===== src/rtl/det_event_logger_pkg.sv =====
// Shared constants, FIFO operation encoding and a log2 helper for the
// detection-episode logger.
package det_event_logger_pkg;

  localparam int TS_W_DEF  = 8;
  localparam int DEPTH_DEF = 4;
  localparam int CNT_W_DEF = 8;

  // Encoding matches {push_accepted, pop_accepted}
  typedef enum logic [1:0] {
    OP_IDLE = 2'b00,
    OP_POP  = 2'b01,
    OP_PUSH = 2'b10,
    OP_BOTH = 2'b11
  } fifo_op_e;

  function automatic int clog2_f(input int value);
    int res;
    res = 0;
    while ((32'sd1 << res) < value) begin
      res = res + 32'sd1;
    end
    return res;
  endfunction

endpackage


===== src/rtl/det_event_logger_sync_fifo.sv =====
// First-word-fall-through FIFO with synchronous clear; the head word and
// status flags are registered from next-state values.
module sync_fifo
  import det_event_logger_pkg::*;
#(
  parameter int DEPTH = DEPTH_DEF,
  parameter int WIDTH = TS_W_DEF
) (
  input  logic                      clk,
  input  logic                      i_reset,
  input  logic                      i_clear,
  input  logic                      i_push,
  input  logic                      i_pop,
  input  logic [WIDTH-1:0]          i_wdata,
  output logic [WIDTH-1:0]          o_rd_data,
  output logic                      o_rd_valid,
  output logic                      o_full,
  output logic [clog2_f(DEPTH):0]   o_occ
);

  localparam int PTR_W = clog2_f(DEPTH);
  localparam int OCC_W = PTR_W + 1;

  logic [WIDTH-1:0] r_mem [DEPTH];
  logic [PTR_W-1:0] r_wr_ptr;
  logic [PTR_W-1:0] r_rd_ptr;
  logic [OCC_W-1:0] r_occ;
  logic             r_full;
  logic             r_valid;
  logic [WIDTH-1:0] r_rd_data;

  logic             w_pop_ok;
  logic             w_push_ok;
  fifo_op_e         w_op;
  logic [PTR_W-1:0] w_wr_ptr_nxt;
  logic [PTR_W-1:0] w_rd_ptr_nxt;
  logic [OCC_W-1:0] w_occ_nxt;
  logic [WIDTH-1:0] w_head_nxt;

  // Next-state pointers, occupancy and head word
  always_comb begin
    w_pop_ok     = i_pop & r_valid;
    // A pop frees a slot even when full, so push+pop on a full FIFO is legal
    w_push_ok    = i_push & (~r_full | w_pop_ok);
    w_op         = fifo_op_e'({w_push_ok, w_pop_ok});
    w_wr_ptr_nxt = r_wr_ptr;
    w_rd_ptr_nxt = r_rd_ptr;
    w_occ_nxt    = r_occ;
    case (w_op)
      OP_IDLE: begin
      end
      OP_PUSH: begin
        w_wr_ptr_nxt = r_wr_ptr + PTR_W'(1);
        w_occ_nxt    = r_occ + OCC_W'(1);
      end
      OP_POP: begin
        w_rd_ptr_nxt = r_rd_ptr + PTR_W'(1);
        w_occ_nxt    = r_occ - OCC_W'(1);
      end
      OP_BOTH: begin
        w_wr_ptr_nxt = r_wr_ptr + PTR_W'(1);
        w_rd_ptr_nxt = r_rd_ptr + PTR_W'(1);
      end
      default: begin
        w_wr_ptr_nxt = r_wr_ptr;
        w_rd_ptr_nxt = r_rd_ptr;
        w_occ_nxt    = r_occ;
      end
    endcase
    if (w_push_ok && (r_wr_ptr == w_rd_ptr_nxt)) begin
      w_head_nxt = i_wdata;
    end else begin
      w_head_nxt = r_mem[w_rd_ptr_nxt];
    end
  end

  // Storage array
  always_ff @(posedge clk) begin
    if (i_reset) begin
      for (int i = 0; i < DEPTH; i++) begin
        r_mem[i] <= {WIDTH{1'b0}};
      end
    end else if (w_push_ok && !i_clear) begin
      r_mem[r_wr_ptr] <= i_wdata;
    end
  end

  // Pointers, occupancy and registered outputs
  always_ff @(posedge clk) begin
    if (i_reset || i_clear) begin
      r_wr_ptr  <= {PTR_W{1'b0}};
      r_rd_ptr  <= {PTR_W{1'b0}};
      r_occ     <= {OCC_W{1'b0}};
      r_full    <= 1'b0;
      r_valid   <= 1'b0;
      r_rd_data <= {WIDTH{1'b0}};
    end else begin
      r_wr_ptr  <= w_wr_ptr_nxt;
      r_rd_ptr  <= w_rd_ptr_nxt;
      r_occ     <= w_occ_nxt;
      r_full    <= (w_occ_nxt == OCC_W'(DEPTH));
      r_valid   <= (w_occ_nxt != {OCC_W{1'b0}});
      r_rd_data <= (w_occ_nxt != {OCC_W{1'b0}}) ? w_head_nxt : {WIDTH{1'b0}};
    end
  end

  assign o_rd_data  = r_rd_data;
  assign o_rd_valid = r_valid;
  assign o_full     = r_full;
  assign o_occ      = r_occ;

endmodule


===== src/rtl/det_event_logger.sv =====
// Timestamps rising edges of the sequence-detector output, queues them for a
// polling reader and keeps a saturating episode count plus sticky overflow.
module det_event_logger
  import det_event_logger_pkg::*;
#(
  parameter int TS_W  = TS_W_DEF,
  parameter int DEPTH = DEPTH_DEF,
  parameter int CNT_W = CNT_W_DEF
) (
  input  logic             clk,
  input  logic             reset,
  input  logic             det,
  input  logic             clr,
  input  logic             rd_en,
  output logic [TS_W-1:0]  rd_data,
  output logic             rd_valid,
  output logic             full,
  output logic             overflow,
  output logic [CNT_W-1:0] evt_cnt
);

  localparam int OCC_W = clog2_f(DEPTH) + 1;

  logic [TS_W-1:0]  r_ts;
  logic             r_det_q;
  logic             r_overflow;
  logic [CNT_W-1:0] r_evt_cnt;

  logic             w_evt;
  logic             w_push;
  logic             w_pop;
  logic             w_drop;
  logic             w_cnt_sat;
  logic [OCC_W-1:0] w_occ;
  logic             w_rd_valid;
  logic             w_full;
  logic [TS_W-1:0]  w_rd_data;

  // Edge detect and push/pop/drop qualification; clr suppresses all traffic
  always_comb begin
    w_evt     = det & ~r_det_q;
    w_push    = w_evt & ~clr;
    w_pop     = rd_en & w_rd_valid & ~clr;
    w_drop    = w_push & (w_occ == OCC_W'(DEPTH)) & ~w_pop;
    w_cnt_sat = (r_evt_cnt == {CNT_W{1'b1}});
  end

  // Timestamp, edge history, overflow flag and episode counter
  always_ff @(posedge clk) begin
    if (reset) begin
      r_ts       <= {TS_W{1'b0}};
      r_det_q    <= 1'b0;
      r_overflow <= 1'b0;
      r_evt_cnt  <= {CNT_W{1'b0}};
    end else if (clr) begin
      // det history still tracks det, so a level held across clr is not a new episode
      r_ts       <= {TS_W{1'b0}};
      r_det_q    <= det;
      r_overflow <= 1'b0;
      r_evt_cnt  <= {CNT_W{1'b0}};
    end else begin
      r_ts    <= r_ts + TS_W'(1);
      r_det_q <= det;
      if (w_drop) begin
        r_overflow <= 1'b1;
      end
      if (w_evt && !w_cnt_sat) begin
        r_evt_cnt <= r_evt_cnt + CNT_W'(1);
      end
    end
  end

  sync_fifo #(
    .DEPTH (DEPTH),
    .WIDTH (TS_W)
  ) u_fifo (
    .clk        (clk),
    .i_reset    (reset),
    .i_clear    (clr),
    .i_push     (w_push),
    .i_pop      (w_pop),
    .i_wdata    (r_ts),
    .o_rd_data  (w_rd_data),
    .o_rd_valid (w_rd_valid),
    .o_full     (w_full),
    .o_occ      (w_occ)
  );

  assign rd_data  = w_rd_data;
  assign rd_valid = w_rd_valid;
  assign full     = w_full;
  assign overflow = r_overflow;
  assign evt_cnt  = r_evt_cnt;

endmodule

===== config.mk =====
export PLATFORM = sky130hd
export DESIGN_NAME = det_event_logger
export DESIGN_NICKNAME = d
export VERILOG_FILES = /design/src/rtl/det_event_logger_pkg.sv /design/src/rtl/det_event_logger_sync_fifo.sv /design/src/rtl/det_event_logger.sv
export SDC_FILE = /design/constraint.sdc
export NUM_CORES = 1
export LEC_CHECK = 0
export CAP_MARGIN = 5
export CELL_PAD_IN_SITES_DETAIL_PLACEMENT = 1
export CELL_PAD_IN_SITES_GLOBAL_PLACEMENT = 2
export CORE_MARGIN = 3
export CORE_UTILIZATION = 30
export DETAILED_ROUTE_END_ITERATION = 10
export PLACE_DENSITY = 0.76
export SKIP_CTS_REPAIR_TIMING = 1
export SLEW_MARGIN = 30
export SYNTH_ARGS = -nofsm -noshare
export SYNTH_HDL_FRONTEND = slang
export SYNTH_SLANG_ARGS = --single-unit
export TNS_END_PERCENT = 5

===== constraint.sdc =====
create_clock -name clk -period 3.5 [get_ports clk]
set_input_delay 0.7 -clock clk [delete_from_list [all_inputs] [get_ports clk]]
set_output_delay 0.7 -clock clk [all_outputs]
set_load 0.03 [all_outputs]

==> impl_metrics.ini <==
[critical_path]
reg2regPathDepth = 10
crit_chain = clkdlybuf4s50_1 > nand3b_4 > nor2_1 > xor2_1 > ha_1 > nor4_1 > a21oi_1 > xnor2_1 > o21ai_1 > buf_4 > a21oi_1
cp.required_ps = 3760
arrival_ps = 3010
worstSetupPathType = in -> reg
crit_top_cell = a21oi_1
critPathLaunchType = input port
end_kind = flop
slowest_stage = clkdlybuf4s50_1
slowest_delay_ps = 550
crit_fanout = 9
reg2reg_slack_ps = 1260
regToRegEndpoint = u_fifo.o_rd_data[2]
reg2reg_from = u_fifo.o_rd_valid

[power]
clkPwrFrac_pct = 42.7
power_mw = 1.64
p_per_area_nw_per_um2 = 444
switching_share_pct = 22.8
power_frac_comb_pct = 5.4
p_leak_nw = 1.38
ir_worst_vdd_mv = 0.131
seq_power_share_pct = 51.9
p_int_mw = 1.26
p_sw_mw = 0.373

[floorplan]
fp.dieW_um = 107
dieHeight_um = 107
coreArea_um2 = 9820
die-area_um2 = 11400
rows = 36
io-pin-count = 24
start_util_pct = 30.9

[clock_tree]
cts_made_buffers = 9
insertion_delay_ps = 340
tritoncts = yes
cts_buffer_depth = 2
htreeDepth = 3
clockRootBuffer = clkbuf_8
cts_sinks = 67
clkTransAtPathRegs_ps = 80

[yosys]
synth_cell_types = 42
syn_nets = 293
synth_top_area_cell = edfxtp_1
synth.top_cell.area_share_pct = 31.7
synth.yosys.seq_area_share_pct = 54.8
synth-seq-cells = 67
synthCells = 285
ys_async_sr_fraction_pct = 0
synth_warnings = 0
yosys_most_used_dff = dfxtp_1
syn_area_per_cell_um2 = 10.6
synth_edf_count = 32
syn-cell-area_um2 = 3030
yosys-top-cells-area = edfxtp_1, dfxtp_1, and2_1

[timing]
hold_viol_final = 0
slew_viol_final = 0
post-route-period-util_pct = 78.5
setup_viol_count_final = 0
min_period_ps = 2750
fmax_mhz = 364
relSlewSlack_pct = 65.2
rsz0062_at_grt = false
tns_ps = 0
finClkSkew_ps = 14.4
tightest_slew_ps = 522

[detailed_routing]
wl_mm = 6.55
drtIter0Drc = 95
top_layer = met4
vias_per_cell = 4.71
met1_length_mm = 3.13
drc = 0
firstDrtPassIters = 4
vias = 2148
ant_nets = 0
routed-wl-met3_um = 237
wire_per_inst_um = 14.4
route.met2.wl_mm = 3.14

[global_route]
grt_start_max_net_pins = 23
gr-total-overflow = 0
antenna_found_initial = 0
grt_first_pass_wirelength_mm = 11.3
first_global_vias = 2230
grtUsageTotal_pct = 12.6

[hold_path]
holdPathStages = 2
min_path_type = reg -> reg
hold_end = overflow
min_from = overflow

[layout]
areaGrowthSynthToFinish_pct = 21.5
final_cell_mix = dfxtp_1, and2_1, edfxtp_1, nand2_1, nor2_1
antenna_cells = 0
drive_above_1_share_pct = 11.8
final_common_cell = dfxtp_1
nets = 326

[placed_design]
routabilityCongestion = 0.784
port_buffers = 23
dp_hpwl_mm = 4.78

[run_status]
outcome = finished, final reports clean

[run]
drv_cap = 0
cell type report:
type | instances | area (um^2)
Fill cell | 1118 | 6130
Sequential cell | 67 | 1660
Multi-Input combinational cell | 203 | 1310
Timing Repair Buffer | 33 | 305
Clock buffer | 13 | 203
Tap cell | 133 | 166
Clock inverter | 3 | 23.8
Inverter | 4 | 15.0
worst max-delay path by stage:
stage | start | end | slack (ps) | cells past startpoint
after floorplan | det | u_fifo.r_mem[1][0] | 1100 | 5
after global placement | clr | u_fifo.o_rd_data[4] | 480 | 11
after detailed placement | clr | u_fifo.o_rd_data[2] | 400 | 11
after CTS | clr | u_fifo.o_rd_data[2] | 750 | 11
after global routing | clr | u_fifo.o_rd_data[7] | 570 | 11
final | clr | u_fifo.o_rd_data[2] | 750 | 11
cells by family (layout without fill, tap and decap cells):
family,count (synthesis),after routing,share of synthesized area [%]
buf+inv,15,53,2.02
xor+xnor,21,21,7.55
flops,67,67,54.8
compound gates,39,39,8.95
simple gates,137,137,24.5
mux,3,3,1.03
fa+ha+maj,3,3,1.24
power groups by stage:
stage                     Clock (mW)  Sequential (mW)  Combinational [mW]
after global placement             0            0.867              0.0880
after global routing           0.757            0.852              0.0986
after CTS                      0.717            0.850              0.0894
final                          0.699            0.849              0.0878
after floorplan                    0            0.868              0.0518
after detailed placement           0            0.867              0.0890
cells in the mapped netlist (2+ instances only):
cell type  instances
dfxtp_1           35
and2_1            33
edfxtp_1          32
nand2_1           30
nor2_1            27
a21oi_1           20
nand3_1           13
nand4_1           12
xor2_1            10
a32oi_1            8
xnor2_1            8
clkbuf_1           6
and3_1             4
buf_2              4
ha_1               3
inv_1              3
nor2b_1            3
o21ai_0            3
o21ai_1            3
or3_1              3
mux2i_1            2
nor3_2             2
or2_1              2
per-stage QoR:
step                cell area (um^2)  utilization [%]  hold WS (ps)  std cells  setup slack [ps]
global placement                3460             35.2           480        440               481
floorplan                       3030                -           455        285              1100
detailed placement              3460             35.2           484        440               403
finish                          3690             37.5           501        456               752
CTS                             3690             37.5           510        456               749
global route                    3690             37.5           540        456               572
sequential cells by signal, summed over array words and instances, names as in the netlist, 2 cells and up:
name,flops
evt_cnt,8
r_ts,8
u_fifo.o_occ,3
u_fifo.o_rd_data,8
u_fifo.r_mem,32
u_fifo.r_rd_ptr,2
u_fifo.r_wr_ptr,2
layer usage:
| metal | global-route usage [%] | vias to the layer above |
|---|---|---|
| met5 | 0 | - |
| met4 | 5.21 | 0 |
| met3 | 2.85 | 2 |
| met2 | 20.0 | 38 |
| met1 | 16.6 | 1034 |
| li1 | - | 1074 |
critical path: cells and delay by family:
| family | cells | cell delay (ps) |
|---|---|---|
| AOI/OAI and AO/OA | 3 | 340 |
| and+or+nand+nor | 3 | 740 |
| xor gates and xnor gates | 2 | 290 |
| adders and majority gates | 1 | 200 |
| buffers and inverters | 2 | 730 |
Power figures use the tool's default switching activity.
